**src/rtl/execute_memory_stage_pkg.sv**
```systemverilog
// Shared types for the EX/MEM stage: word/register-select types and the dmem access FSM states.
package execute_memory_stage_pkg;

  localparam int unsigned DATA_W   = 32;
  localparam int unsigned REGSEL_W = 5;
  localparam int unsigned CNT_W    = 32;

  typedef logic [DATA_W-1:0]   word_t;
  typedef logic [REGSEL_W-1:0] regbits_t;

  typedef enum logic [1:0] {
    IDLE,
    ACCESS,
    DONE
  } exmem_state_t;

endpackage

```
**src/rtl/execute_memory_stage_if.sv**
```systemverilog
// Signal bundle between ID/EX+ALU, the EX/MEM slot, dmem and MEM/WB.
// Statistics counters exist only when EXMEM_STATS_EN is defined.
interface execute_memory_stage_if;
  import execute_memory_stage_pkg::*;

  // Hazard unit
  logic     enable;
  logic     flush;
  logic     mem_stall;

  // EX-stage inputs
  logic     valid_EX;
  word_t    aluout_EX;
  word_t    storedata_EX;
  regbits_t final_wsel_EX;
  logic     RegWr_EX;
  logic     memtoReg_EX;
  logic     memWr_EX;
  logic     memRd_EX;
  logic     halt_EX;
  word_t    next_addr_EX;
  word_t    instr_EX;

  // MEM slot
  logic     valid_MEM;
  word_t    aluout_MEM;
  word_t    storedata_MEM;
  regbits_t final_wsel_MEM;
  logic     RegWr_MEM;
  logic     memtoReg_MEM;
  logic     memWr_MEM;
  logic     memRd_MEM;
  logic     halt_MEM;
  word_t    next_addr_MEM;
  word_t    instr_MEM;
  word_t    dmemload_MEM;

  // Data memory
  logic     dmemREN;
  logic     dmemWEN;
  word_t    dmemaddr;
  word_t    dmemstore;
  logic     dhit;
  word_t    dmemload;

`ifdef EXMEM_STATS_EN
  logic [CNT_W-1:0] load_cnt;
  logic [CNT_W-1:0] store_cnt;
  logic [CNT_W-1:0] stall_cnt;
`endif

`ifdef EXMEM_STATS_EN
  modport exmem (
    input  enable, flush, valid_EX, aluout_EX, storedata_EX, final_wsel_EX, RegWr_EX,
           memtoReg_EX, memWr_EX, memRd_EX, halt_EX, next_addr_EX, instr_EX, dhit, dmemload,
    output mem_stall, valid_MEM, aluout_MEM, storedata_MEM, final_wsel_MEM, RegWr_MEM,
           memtoReg_MEM, memWr_MEM, memRd_MEM, halt_MEM, next_addr_MEM, instr_MEM,
           dmemload_MEM, dmemREN, dmemWEN, dmemaddr, dmemstore, load_cnt, store_cnt, stall_cnt
  );
  modport tb (
    output enable, flush, valid_EX, aluout_EX, storedata_EX, final_wsel_EX, RegWr_EX,
           memtoReg_EX, memWr_EX, memRd_EX, halt_EX, next_addr_EX, instr_EX, dhit, dmemload,
    input  mem_stall, valid_MEM, aluout_MEM, storedata_MEM, final_wsel_MEM, RegWr_MEM,
           memtoReg_MEM, memWr_MEM, memRd_MEM, halt_MEM, next_addr_MEM, instr_MEM,
           dmemload_MEM, dmemREN, dmemWEN, dmemaddr, dmemstore, load_cnt, store_cnt, stall_cnt
  );
`else
  modport exmem (
    input  enable, flush, valid_EX, aluout_EX, storedata_EX, final_wsel_EX, RegWr_EX,
           memtoReg_EX, memWr_EX, memRd_EX, halt_EX, next_addr_EX, instr_EX, dhit, dmemload,
    output mem_stall, valid_MEM, aluout_MEM, storedata_MEM, final_wsel_MEM, RegWr_MEM,
           memtoReg_MEM, memWr_MEM, memRd_MEM, halt_MEM, next_addr_MEM, instr_MEM,
           dmemload_MEM, dmemREN, dmemWEN, dmemaddr, dmemstore
  );
  modport tb (
    output enable, flush, valid_EX, aluout_EX, storedata_EX, final_wsel_EX, RegWr_EX,
           memtoReg_EX, memWr_EX, memRd_EX, halt_EX, next_addr_EX, instr_EX, dhit, dmemload,
    input  mem_stall, valid_MEM, aluout_MEM, storedata_MEM, final_wsel_MEM, RegWr_MEM,
           memtoReg_MEM, memWr_MEM, memRd_MEM, halt_MEM, next_addr_MEM, instr_MEM,
           dmemload_MEM, dmemREN, dmemWEN, dmemaddr, dmemstore
  );
`endif

endinterface

```
**src/rtl/execute_memory_stage_dmem_fsm.sv**
```systemverilog
// Data-memory access sequencer for the MEM slot: IDLE -> ACCESS (request held until dhit) -> DONE.
// Requests are registered; they are set on the slot load that brings in a memory op.
module execute_memory_stage_dmem_fsm
  import execute_memory_stage_pkg::*;
(
  input  logic  clk_i,
  input  logic  rst_ni,       // synchronous, active-low
  input  logic  load_i,       // slot takes a new EX op this edge
  input  logic  flush_i,      // slot becomes a bubble this edge
  input  logic  access_i,     // incoming op is a valid memory op
  input  logic  rd_i,
  input  logic  wr_i,
  input  logic  dhit_i,
  input  word_t dmemload_i,
  output logic  ren_o,
  output logic  wen_o,
  output logic  stall_o,
  output word_t load_data_o,
  output logic  rd_done_o,
  output logic  wr_done_o
);

  exmem_state_t state_q;
  logic         ren_q;
  logic         wen_q;
  word_t        load_q;

  assign ren_o       = ren_q;
  assign wen_o       = wen_q;
  assign load_data_o = load_q;

  // A dhit in the issue cycle removes the stall entirely
  always_comb begin
    stall_o   = (state_q == ACCESS) & ~dhit_i;
    rd_done_o = (state_q == ACCESS) & dhit_i & ren_q;
    wr_done_o = (state_q == ACCESS) & dhit_i & wen_q;
  end

  // State, registered requests and load-data capture
  always_ff @(posedge clk_i) begin
    if (!rst_ni) begin
      state_q <= IDLE;
      ren_q   <= 1'b0;
      wen_q   <= 1'b0;
      load_q  <= '0;
    end else begin
      if (rd_done_o) begin
        load_q <= dmemload_i;
      end
      if (load_i) begin
        state_q <= access_i ? ACCESS : IDLE;
        // Write wins when both controls are set
        ren_q   <= access_i & rd_i & ~wr_i;
        wen_q   <= access_i & wr_i;
      end else if (flush_i || (state_q == ACCESS && dhit_i)) begin
        state_q <= flush_i ? IDLE : DONE;
        ren_q   <= 1'b0;
        wen_q   <= 1'b0;
      end
    end
  end

endmodule

```
**src/rtl/execute_memory_stage.sv**
```systemverilog
// EX/MEM pipeline register with data-memory access control and upstream stall.
// Optional feature macro: EXMEM_STATS_EN adds saturating load/store/stall counters.
module execute_memory_stage
  import execute_memory_stage_pkg::*;
(
  input  logic                    CLK,
  input  logic                    nRST,
  execute_memory_stage_if.exmem   bus
);

  logic  mem_stall;
  logic  hold;
  logic  take_flush;
  logic  take_load;
  logic  new_access;
  logic  ren;
  logic  wen;
  logic  rd_done;
  logic  wr_done;
  word_t load_data;

  // Slot changes only when memory is not busy and no halt has been latched
  always_comb begin
    hold       = mem_stall | bus.halt_MEM;
    take_flush = ~hold & bus.flush;
    take_load  = ~hold & ~bus.flush & bus.enable;
    new_access = bus.valid_EX & (bus.memRd_EX | bus.memWr_EX);
  end

  // MEM slot register: reset/flush clear it, load copies the EX fields
  always_ff @(posedge CLK) begin
    if (!nRST || take_flush) begin
      bus.valid_MEM      <= 1'b0;
      bus.aluout_MEM     <= '0;
      bus.storedata_MEM  <= '0;
      bus.final_wsel_MEM <= '0;
      bus.RegWr_MEM      <= 1'b0;
      bus.memtoReg_MEM   <= 1'b0;
      bus.memWr_MEM      <= 1'b0;
      bus.memRd_MEM      <= 1'b0;
      bus.halt_MEM       <= 1'b0;
      bus.next_addr_MEM  <= '0;
      bus.instr_MEM      <= '0;
    end else if (take_load) begin
      bus.valid_MEM      <= bus.valid_EX;
      bus.aluout_MEM     <= bus.aluout_EX;
      bus.storedata_MEM  <= bus.storedata_EX;
      bus.final_wsel_MEM <= bus.final_wsel_EX;
      bus.RegWr_MEM      <= bus.RegWr_EX;
      bus.memtoReg_MEM   <= bus.memtoReg_EX;
      bus.memWr_MEM      <= bus.memWr_EX;
      bus.memRd_MEM      <= bus.memRd_EX;
      bus.halt_MEM       <= bus.halt_EX;
      bus.next_addr_MEM  <= bus.next_addr_EX;
      bus.instr_MEM      <= bus.instr_EX;
    end
  end

  execute_memory_stage_dmem_fsm u_dmem_fsm (
    .clk_i       (CLK),
    .rst_ni      (nRST),
    .load_i      (take_load),
    .flush_i     (take_flush),
    .access_i    (new_access),
    .rd_i        (bus.memRd_EX),
    .wr_i        (bus.memWr_EX),
    .dhit_i      (bus.dhit),
    .dmemload_i  (bus.dmemload),
    .ren_o       (ren),
    .wen_o       (wen),
    .stall_o     (mem_stall),
    .load_data_o (load_data),
    .rd_done_o   (rd_done),
    .wr_done_o   (wr_done)
  );

  // Drive dmem and stall outputs from the slot and sequencer
  always_comb begin
    bus.mem_stall    = mem_stall;
    bus.dmemREN      = ren;
    bus.dmemWEN      = wen;
    bus.dmemaddr     = bus.aluout_MEM;
    bus.dmemstore    = bus.storedata_MEM;
    bus.dmemload_MEM = load_data;
  end

`ifdef EXMEM_STATS_EN
  // Saturating statistics counters
  always_ff @(posedge CLK) begin
    if (!nRST) begin
      bus.load_cnt  <= '0;
      bus.store_cnt <= '0;
      bus.stall_cnt <= '0;
    end else begin
      if (rd_done && bus.load_cnt != '1) begin
        bus.load_cnt <= bus.load_cnt + CNT_W'(1);
      end
      if (wr_done && bus.store_cnt != '1) begin
        bus.store_cnt <= bus.store_cnt + CNT_W'(1);
      end
      if (mem_stall && bus.stall_cnt != '1) begin
        bus.stall_cnt <= bus.stall_cnt + CNT_W'(1);
      end
    end
  end
`else
  logic unused_done;
  assign unused_done = rd_done ^ wr_done;
`endif

endmodule

```
**src/flat_wrapper.sv**
```systemverilog
// flat-port wrapper written by rule: the top's interface ports become plain ports
module execute_memory_stage_flat import execute_memory_stage_pkg::*;
  (CLK, nRST, bus_enable, bus_flush, bus_valid_EX, bus_aluout_EX, bus_storedata_EX, bus_final_wsel_EX, bus_RegWr_EX, bus_memtoReg_EX, bus_memWr_EX, bus_memRd_EX, bus_halt_EX, bus_next_addr_EX, bus_instr_EX, bus_dhit, bus_dmemload, bus_mem_stall, bus_valid_MEM, bus_aluout_MEM, bus_storedata_MEM, bus_final_wsel_MEM, bus_RegWr_MEM, bus_memtoReg_MEM, bus_memWr_MEM, bus_memRd_MEM, bus_halt_MEM, bus_next_addr_MEM, bus_instr_MEM, bus_dmemload_MEM, bus_dmemREN, bus_dmemWEN, bus_dmemaddr, bus_dmemstore);
  execute_memory_stage_if bus_i ();
  input  logic CLK;
  input  logic nRST;
  input wire logic [$bits(bus_i.enable)-1:0] bus_enable;
  input wire logic [$bits(bus_i.flush)-1:0] bus_flush;
  input wire logic [$bits(bus_i.valid_EX)-1:0] bus_valid_EX;
  input wire logic [$bits(bus_i.aluout_EX)-1:0] bus_aluout_EX;
  input wire logic [$bits(bus_i.storedata_EX)-1:0] bus_storedata_EX;
  input wire logic [$bits(bus_i.final_wsel_EX)-1:0] bus_final_wsel_EX;
  input wire logic [$bits(bus_i.RegWr_EX)-1:0] bus_RegWr_EX;
  input wire logic [$bits(bus_i.memtoReg_EX)-1:0] bus_memtoReg_EX;
  input wire logic [$bits(bus_i.memWr_EX)-1:0] bus_memWr_EX;
  input wire logic [$bits(bus_i.memRd_EX)-1:0] bus_memRd_EX;
  input wire logic [$bits(bus_i.halt_EX)-1:0] bus_halt_EX;
  input wire logic [$bits(bus_i.next_addr_EX)-1:0] bus_next_addr_EX;
  input wire logic [$bits(bus_i.instr_EX)-1:0] bus_instr_EX;
  input wire logic [$bits(bus_i.dhit)-1:0] bus_dhit;
  input wire logic [$bits(bus_i.dmemload)-1:0] bus_dmemload;
  output wire logic [$bits(bus_i.mem_stall)-1:0] bus_mem_stall;
  output wire logic [$bits(bus_i.valid_MEM)-1:0] bus_valid_MEM;
  output wire logic [$bits(bus_i.aluout_MEM)-1:0] bus_aluout_MEM;
  output wire logic [$bits(bus_i.storedata_MEM)-1:0] bus_storedata_MEM;
  output wire logic [$bits(bus_i.final_wsel_MEM)-1:0] bus_final_wsel_MEM;
  output wire logic [$bits(bus_i.RegWr_MEM)-1:0] bus_RegWr_MEM;
  output wire logic [$bits(bus_i.memtoReg_MEM)-1:0] bus_memtoReg_MEM;
  output wire logic [$bits(bus_i.memWr_MEM)-1:0] bus_memWr_MEM;
  output wire logic [$bits(bus_i.memRd_MEM)-1:0] bus_memRd_MEM;
  output wire logic [$bits(bus_i.halt_MEM)-1:0] bus_halt_MEM;
  output wire logic [$bits(bus_i.next_addr_MEM)-1:0] bus_next_addr_MEM;
  output wire logic [$bits(bus_i.instr_MEM)-1:0] bus_instr_MEM;
  output wire logic [$bits(bus_i.dmemload_MEM)-1:0] bus_dmemload_MEM;
  output wire logic [$bits(bus_i.dmemREN)-1:0] bus_dmemREN;
  output wire logic [$bits(bus_i.dmemWEN)-1:0] bus_dmemWEN;
  output wire logic [$bits(bus_i.dmemaddr)-1:0] bus_dmemaddr;
  output wire logic [$bits(bus_i.dmemstore)-1:0] bus_dmemstore;
  assign bus_i.enable = bus_enable;
  assign bus_i.flush = bus_flush;
  assign bus_i.valid_EX = bus_valid_EX;
  assign bus_i.aluout_EX = bus_aluout_EX;
  assign bus_i.storedata_EX = bus_storedata_EX;
  assign bus_i.final_wsel_EX = bus_final_wsel_EX;
  assign bus_i.RegWr_EX = bus_RegWr_EX;
  assign bus_i.memtoReg_EX = bus_memtoReg_EX;
  assign bus_i.memWr_EX = bus_memWr_EX;
  assign bus_i.memRd_EX = bus_memRd_EX;
  assign bus_i.halt_EX = bus_halt_EX;
  assign bus_i.next_addr_EX = bus_next_addr_EX;
  assign bus_i.instr_EX = bus_instr_EX;
  assign bus_i.dhit = bus_dhit;
  assign bus_i.dmemload = bus_dmemload;
  assign bus_mem_stall = bus_i.mem_stall;
  assign bus_valid_MEM = bus_i.valid_MEM;
  assign bus_aluout_MEM = bus_i.aluout_MEM;
  assign bus_storedata_MEM = bus_i.storedata_MEM;
  assign bus_final_wsel_MEM = bus_i.final_wsel_MEM;
  assign bus_RegWr_MEM = bus_i.RegWr_MEM;
  assign bus_memtoReg_MEM = bus_i.memtoReg_MEM;
  assign bus_memWr_MEM = bus_i.memWr_MEM;
  assign bus_memRd_MEM = bus_i.memRd_MEM;
  assign bus_halt_MEM = bus_i.halt_MEM;
  assign bus_next_addr_MEM = bus_i.next_addr_MEM;
  assign bus_instr_MEM = bus_i.instr_MEM;
  assign bus_dmemload_MEM = bus_i.dmemload_MEM;
  assign bus_dmemREN = bus_i.dmemREN;
  assign bus_dmemWEN = bus_i.dmemWEN;
  assign bus_dmemaddr = bus_i.dmemaddr;
  assign bus_dmemstore = bus_i.dmemstore;
  execute_memory_stage u_core (.CLK(CLK), .nRST(nRST), .bus(bus_i));
endmodule
```
**config.mk**
```make
export PLATFORM = sky130hd
export DESIGN_NAME = execute_memory_stage_flat
export DESIGN_NICKNAME = d
export VERILOG_FILES = /design/src/rtl/execute_memory_stage_pkg.sv /design/src/rtl/execute_memory_stage_if.sv /design/src/rtl/execute_memory_stage_dmem_fsm.sv /design/src/rtl/execute_memory_stage.sv /design/src/flat_wrapper.sv
export SDC_FILE = /design/constraint.sdc
export NUM_CORES = 1
export LEC_CHECK = 0
export ABC_AREA = 1
export CORE_AREA = 3 3 159 161
export CTS_CLUSTER_DIAMETER = 200
export CTS_CLUSTER_SIZE = 20
export DETAILED_ROUTE_END_ITERATION = 8
export DIE_AREA = 0 0 162 164
export PLACE_DENSITY = 0.7
export SYNTH_ARGS = -nofsm -noshare
export SYNTH_HDL_FRONTEND = slang
export SYNTH_HIERARCHICAL = 1
export SYNTH_SLANG_ARGS = --single-unit
```
**constraint.sdc**
```tcl
create_clock -name CLK -period 2 [get_ports CLK]
set_clock_uncertainty 0.2 [all_clocks]
set_input_delay 0.2 -clock CLK [delete_from_list [all_inputs] [get_ports CLK]]
set_output_delay 0.2 -clock CLK [all_outputs]
set_load 0.01 [all_outputs]
```
Word level (Yosys, flattened, before mapping)
Cells that the tools add are included.

storage, ports and cells
  logic and storage cells = 44
  register bits = 175
  output and inout bits = 238

cells by class
  eq/ne operators = 1
  bitwise operators = 16
  mux-type cells = 7
  reductions and logical operators = 5

operators by type and width
  kind                                                                   number
  1-bit AND                                                              10
  2-bit two-way mux                                                      3
  1-bit two-way mux                                                      4
  1-bit NOT                                                              4
  2-bit by 1-bit equality test with 1-bit output, second input constant  1
  1-bit logical OR                                                       2
  1-bit bitwise OR                                                       2
  2-bit nonzero test                                                     1
  1-bit logical AND                                                      1
  1-bit logical NOT                                                      1

Depth between registers and ports, before layout
Gate-level depths: netlist of the first run.

  depth after elaboration = 8
  gate-level depth with buffers = 10

Cells and area by module
Netlist of the first run, hierarchy kept.

by module, submodules not included
  module                         instances  cells an instance  sequential area each (um2)  area each (um2)
  execute_memory_stage           1          983                2782.7                      6675.2
  execute_memory_stage_dmem_fsm  1          229                720.7                       1486.4

Least setup slack after synthesis of the first run
Ideal clock, no wire load.

  kind = reg-to-reg
  start point = reg u_core.u_dmem_fsm.state_q[1]
  end point = reg u_core.u_dmem_fsm.ren_q, in the netlist u_core/u_dmem_fsm/ren_o
  path slack = 0.261 ns
  cell stages (with the launch flop) = 11
  setup time = 0.070 ns
  arrival = 1.469 ns
  clock period less this slack = 1.739 ns
  cell sequence = dfxtp_1 > inv_1 > nand2_1 > nor2_1 > nor2_4 > buf_2 > nand2_1 > inv_1 > nor2_1 > nand3_1 > a21oi_1

on the way
  longest elaborated chain between the ends = 7
  elaborated cells between the ends (all ways) = 11
  classes of those cells = eq/ne (1); mux (1); bitwise (6); reduce/logical (3)

RTL lines
  what                                                     RTL line                             text
  start: declaration                                       execute_memory_stage_dmem_fsm.sv:23  exmem_state_t state_q;
  start signal: assignment                                 execute_memory_stage_dmem_fsm.sv:51  state_q <= access_i ? ACCESS : IDLE;
  start signal: assignment                                 execute_memory_stage_dmem_fsm.sv:56  state_q <= flush_i ? IDLE : DONE;
  2-bit by 1-bit equality test with 1-bit output *         execute_memory_stage_dmem_fsm.sv:34  stall_o = (state_q == ACCESS) & ~dhit_i;
  1-bit AND *                                              execute_memory_stage_dmem_fsm.sv:34
  via bus_mem_stall                                        flat_wrapper.sv:22                   output wire logic [$bits(bus_i.mem_stall)-1:0] bus_mem_stall;
  1-bit bitwise OR *                                       execute_memory_stage.sv:24           hold = mem_stall | bus.halt_MEM;
  1-bit NOT *                                              execute_memory_stage.sv:26           take_load = ~hold & ~bus.flush & bus.enable;
  1-bit AND * (2 in a row)                                 execute_memory_stage.sv:26
  via u_core.take_load                                     execute_memory_stage.sv:14           logic take_load;
  1-bit two-way mux or 2-bit nonzero test (tied branches)  n/a
  end signal: assignment                                   execute_memory_stage_dmem_fsm.sv:53  ren_q <= access_i & rd_i & ~wr_i;
  end: declaration                                         execute_memory_stage_dmem_fsm.sv:24  logic ren_q;

Mark *: on every way through the listed nets, which the timed path passes. The rest lies on a longest branch.
A chain may end at the register's enable or synchronous reset.

Final worst setup path of the first run
  start point = reg u_core.bus.storedata_MEM[19], in the netlist u_core/bus.dmemstore[19]
  end point = out bus_dmemstore[19]

RTL lines
  what                      RTL line                       text
  start: declaration        execute_memory_stage_if.sv:71  output mem_stall, valid_MEM, aluout_MEM, storedata_MEM, final_wsel_MEM, RegWr_MEM,
  start signal: assignment  execute_memory_stage.sv:47     bus.storedata_MEM <= bus.storedata_EX;
  end: declaration          flat_wrapper.sv:38             output wire logic [$bits(bus_i.dmemstore)-1:0] bus_dmemstore;

No word-level cell between the ends.

==> results of run 1 <==
## per-layer routing
metal  track usage  part of all wire  vias up
met5             0                 0        -
met4        0.0593             0.021        0
met3        0.0424             0.073       39
met2         0.322              0.49      334
met1         0.226              0.42     3676
li1              -                 -     4304
## registers in the layout (all words and copies together) (netlist names)
| name | flops |
|---|---|
| u_core/bus.next_addr_MEM | 32 |
| u_core/bus.valid_MEM | 1 |
| u_core/bus.dmemstore | 32 |
| u_core/bus.instr_MEM | 32 |
| u_core/bus.aluout_MEM | 32 |
| u_core/bus.memWr_MEM | 1 |
| u_core/u_dmem_fsm/load_data_o | 32 |
| u_core/bus.RegWr_MEM | 1 |
| u_core/bus.halt_MEM | 1 |
| u_core/bus.memtoReg_MEM | 1 |
| u_core/bus.memRd_MEM | 1 |
| u_core/bus.final_wsel_MEM | 5 |
| u_core/u_dmem_fsm/state_q | 2 |
| u_core/u_dmem_fsm/ren_o | 1 |
| u_core/u_dmem_fsm/wen_o | 1 |
## stage by stage
stage	cell area, sq um	std cells	utilization
3_3_place_gp	12400	1852	0.515
4_1_cts	13000	1884	0.538
6_report	13000	1884	0.538
2_1_floorplan	8150	1209	-
5_1_grt	13000	1884	0.538
3_5_place_dp	12400	1852	0.515
## power breakdown
group / leakage [nW] / switching [mW] / internal, mW
sequential: 1.42 / 0.0874 / 3.60
clock: 0.273 / 1.54 / 1.68
combinational: 3.97 / 0.657 / 0.859
## repair_timing
| action | in CTS | in global routing |
|---|---|---|
| hold buffers | 0 | 0 |
| setup buffers | 0 | 0 |
| endpoints found under the setup margin | 1 | 0 |
| resized for setup | 1 | 0 |
## final timing paths
kind	cells after the start	startpoint	endpoint
worst min register to register	2	u_core/bus.next_addr_MEM[20]	u_core/bus.next_addr_MEM[20]
worst min-delay path	3	bus_dmemload[0]	u_core/u_dmem_fsm/load_data_o[0]
worst max-delay path	1	u_core/bus.dmemstore[19]	bus_dmemstore[19]
worst max register to register	7	u_core/u_dmem_fsm/state_q[0]	u_core/bus.next_addr_MEM[6]
## final cells by class
type	count	area, sq um
fillers	2309	11100
repair buffers	469	4790
flip-flops and latches	175	3500
multi-input cells	705	3040
inverters	179	672
clock buffers	19	443
well taps	324	405
clock inverters	13	118
==> impl_metrics.csv, run 1 <==
group,metric,value,unit
finish,area_delta_synth_final,59.1,%
finish,drive_above_1_share,0.0577,
global_route,grt_usage,0.184,
floorplanning,io_pins,414,
timing,period_needed,1.83,ns
worst_hold_path,hp-class,"primary input to flop",
floorplanning,die_w,162,um
global_route,antenna_found_initial,0,
synthesis,ys_warn_count,6,
synthesis,syn_avg_cell_area,6.74,sq um
global_route,grt_pass1_vias,7871,
timing,grt_setup_unrepaired,"no",
power,p_per_area,650,nW/um^2
setup_path,rrSetupSlack,0.25,ns
placed_design,gp_congestion,0.843,
routing,avgRoutedWirePerCell,13.6,um
global_route,grt_max_degree,65,
finish,final_cell_mix,"clkdlybuf4s50_1, nand2_1, nor2_1",
setup_path,slowest_delay,0.58,ns
routing,finalWirelength,25600,um
clock_network,clk_pin_slew,0.07,ns
routing,vias,8353,
job,drv_cap,0,
setup_path,cp_max_fo,3,
timing,fmax,546,MHz
timing,setup_ws,0.168,ns
routing,drtAntennaViolNets,0,
clock_network,cts_max_level,4,
routing,drt_iter0_markers,630,
floorplanning,initial_core_util,0.338,
timing,slew_viol_final,0,
floorplanning,core,24100,sq um
timing,worst_slew_pin_slew,0.375,ns
routing,drt_pass1_iterations,5,
clock_network,cts_buffers,17,
placed_design,pre_cts_slack,0.0332,ns
timing,setup_viol,0,
finish,nets,1723,
routing,drc,0,
timing,whs,0.163,ns
placed_design,io_buffers,413,
timing,fin_crit_sh,0.916,
power,leakagePower,5.67,nW
global_route,grt_pass1_wl,40200,um
setup_path,crit_arrival,1.43,ns
floorplanning,fp.dieH,164,um
clock_network,cts_tree,"built",
setup_path,crit_chain,"clkdlybuf4s50_1",
floorplanning,die_area,26600,sq um
power,power,8.43,mW
clock_network,cts.sinks,175,
setup_path,cp_slowest_cell,"clkdlybuf4s50_1",
setup_path,cp-start-kind,"flop",
clock_network,insertion_delay,0.41,ns
clock_network,clockBufferDepth,2,
timing,max-slew-margin-rel,0.750,
placed_design,dp_hpwl,19600,um
finish,antenna_cells,0,
power,ir_worst_vdd,0.504,mV
run_status,status,"completed",
setup_path,crit_type,"flop to output port",
setup_path,crit_buf_inv,1,
clock_network,root_buffer,"clkbuf_16",
synthesis,syn_inst,1209,
timing,tns,0,ns
floorplanning,rows,57,
setup_path,cp-end-kind,"output port",
setup_path,worst_ep_required_time,1.60,ns
timing,hold_viol_final,0,
synthesis,syn-num-nets,1385,
synthesis,synth_area,8150,sq um
finish,final_common_cell,"clkdlybuf4s50_1",
routing,via_per_inst,4.43,
global_route,grt_overflow_total,0,
setup_path,crit_family,"buffers and inverters",
(Power assumes the default switching activity.)
==> inputs of run 2 (changes only) <==
- CAP_MARGIN: unset -> 20
- MAX_ROUTING_LAYER: unset -> met4
==> impl_metrics.csv, run 2 (synthesis gave the netlist of run 1 again) <==
group,metric,value,unit
setup_path,crit_family,"buffers and inverters",
power,p_int,6.14,mW
setup_path,rr_worst_depth,8,
placed_design,gp_congestion,0.857,
routing,finalWirelength,25600,um
clock_network,root_buffer,"clkbuf_16",
finish,fillCellCount,2309,
setup_path,slowest_delay,0.58,ns
routing,drc,0,
power,power_switching,2.28,mW
timing,tns,0,ns
timing,period_needed,1.83,ns
power,switching_share,0.271,
floorplanning,die_area,26600,sq um
setup_path,cp_max_fo,3,
setup_path,worst_ep_required_time,1.60,ns
global_route,grt_usage,0.190,
clock_network,insertion_delay,0.41,ns
placed_design,dp_hpwl,19600,um
global_route,grt_max_degree,65,
power,ir_worst_vdd,0.505,mV
clock_network,postCtsSetupBuffers,0,
timing,setup_viol,0,
floorplanning,initial_core_util,0.338,
setup_path,crit_chain,"clkdlybuf4s50_1",
routing,drt_iter0_markers,660,
global_route,globalRouteMet1Util,0.229,
timing,fin_crit_sh,0.916,
timing,fmax,546,MHz
timing,grt_setup_unrepaired,"no",
floorplanning,rows,57,
finish,final_cell_mix,"clkdlybuf4s50_1, nand2_1, nor2_1",
power,pwr-share-clk,0.382,
routing,vias,8360,
power,power_frac_comb,0.180,
global_route,gr-usage-met2,0.321,
placed_design,io_buffers,413,
power,seqPwrFrac,0.438,
routing,avgRoutedWirePerCell,13.6,um
worst_hold_path,hp-class,"primary input to flop",
setup_path,cp-start-kind,"flop",
setup_path,rr_endpoint,"u_core/bus.next_addr_MEM[6]",
global_route,grt_pass1_wl,40100,um
finish,multi_input_comb_area,3040,sq um
timing,worst_slew_pin_slew,0.375,ns
setup_path,rrSetupSlack,0.25,ns
setup_path,cp-end-kind,"output port",
finish,regArea,3500,sq um
placed_design,post_dp_cell_area,12400,sq um
floorplanning,io_pins,414,
job,drv_cap,0,
finish,area_delta_synth_final,59.1,%
floorplanning,fp.dieH,164,um
setup_path,crit_buf_inv,1,
clock_network,cts_buffers,17,
global_route,busiest_layer,"met2",
finish,final_common_cell,"clkdlybuf4s50_1",
global_route,grt_overflow_total,0,
worst_hold_path,hold_depth,3,
setup_path,r2r_start,"u_core/u_dmem_fsm/state_q[1]",
clock_network,cts.sinks,175,
global_route,grt_pass1_vias,7882,
routing,drt_pass1_iterations,7,
floorplanning,core,24100,sq um
setup_path,crit_type,"flop to output port",
routing,drtAntennaViolNets,0,
clock_network,cts_max_level,4,
timing,max-slew-margin-rel,0.750,
power,p_per_area,650,nW/um^2
global_route,gr-usage-met3,0.0378,
setup_path,cp_slowest_cell,"clkdlybuf4s50_1",
floorplanning,die_w,162,um
run_status,status,"completed",
finish,fin_area,13000,sq um
routing,via_per_inst,4.44,
global_route,antenna_found_initial,0,
clock_network,clk_pin_slew,0.07,ns
clock_network,cts_tree,"built",
power,leakagePower,5.67,nW
worst_hold_path,min_from,"bus_dmemload[0]",
worst_hold_path,min_to,"u_core/u_dmem_fsm/load_data_o[0]",
finish,drive_above_1_share,0.0577,
timing,hold_viol_final,0,
clock_network,hold_buffers,0,
timing,slew_viol_final,0,
clock_network,clockBufferDepth,2,
setup_path,crit_arrival,1.43,ns
finish,nets,1723,
finish,antenna_cells,0,
==> run 2: cell counts in the layout (fill, tap and decap cells not counted) <==
Identical to the previous run, type by type.
==> run 2: layout make-up <==
| class | instances | area share |
|---|---|---|
| flip-flops and latches | 175 | 0.270 |
| clock inverters | 13 | 0.00907 |
| well taps | 324 | 0.0313 |
| inverters | 179 | 0.0518 |
| repair buffers | 469 | 0.369 |
| multi-input cells | 705 | 0.234 |
| clock buffers | 19 | 0.0342 |
==> run 2: per-stage QoR <==
stage | std cells | total power, mW | setup WS, ns | util | hold WS (ns)
6_report | 1884 | 8.42 | 0.168 | 0.538 | 0.164
4_1_cts | 1884 | 8.52 | 0.138 | 0.538 | 0.142
2_1_floorplan | 1209 | 4.45 | 0.263 | - | 0.135
3_3_place_gp | 1852 | 5.27 | 0.0440 | 0.515 | 0.260
5_1_grt | 1884 | 8.81 | 0.0748 | 0.538 | 0.149
3_5_place_dp | 1852 | 5.28 | 0.0332 | 0.515 | 0.268
==> run 2: power by group through the flow <==
stage	clock [mW]	sequential, mW	combinational, mW
4_1_cts	3.31	3.69	1.52
5_1_grt	3.45	3.70	1.66
3_3_place_gp	0	3.77	1.50
3_5_place_dp	0	3.77	1.52
2_1_floorplan	0	3.80	0.653
6_report	3.22	3.69	1.52
==> run 2: routing by layer <==
layer | vias up | part of all wire
li1 | 4307 | -
met1 | 3697 | 0.42
met2 | 321 | 0.49
met3 | 35 | 0.066
met4 | 0 | 0.021
met5 | - | 0
==> run 2: worst max path at each step <==
stage	cells after the start	from	slack [ns]	endpoint
final	1	u_core/bus.dmemstore[19]	0.17	bus_dmemstore[19]
after floorplan	10	u_core/u_dmem_fsm/state_q[1]	0.26	u_core/u_dmem_fsm/ren_o
after global routing	4	u_core/u_dmem_fsm/state_q[1]	0.07	bus_mem_stall
after global placement	7	bus_dhit	0.04	u_core/bus.instr_MEM[14]
after detailed placement	8	bus_dhit	0.03	u_core/bus.dmemstore[23]
after CTS	1	u_core/bus.halt_MEM	0.14	bus_halt_MEM
==> run 2: what timing repair did <==
action,4_1_cts,5_1_grt
setup endpoints to repair,1,0
endpoints found under the hold margin,0,0
gates resized for setup,1,0
==> inputs of run 3 (changes only) <==
- SKIP_LAST_GASP: unset -> 1
==> results of run 3 <==
No change in the layout: final DEF, timing and power equal those of run 2.
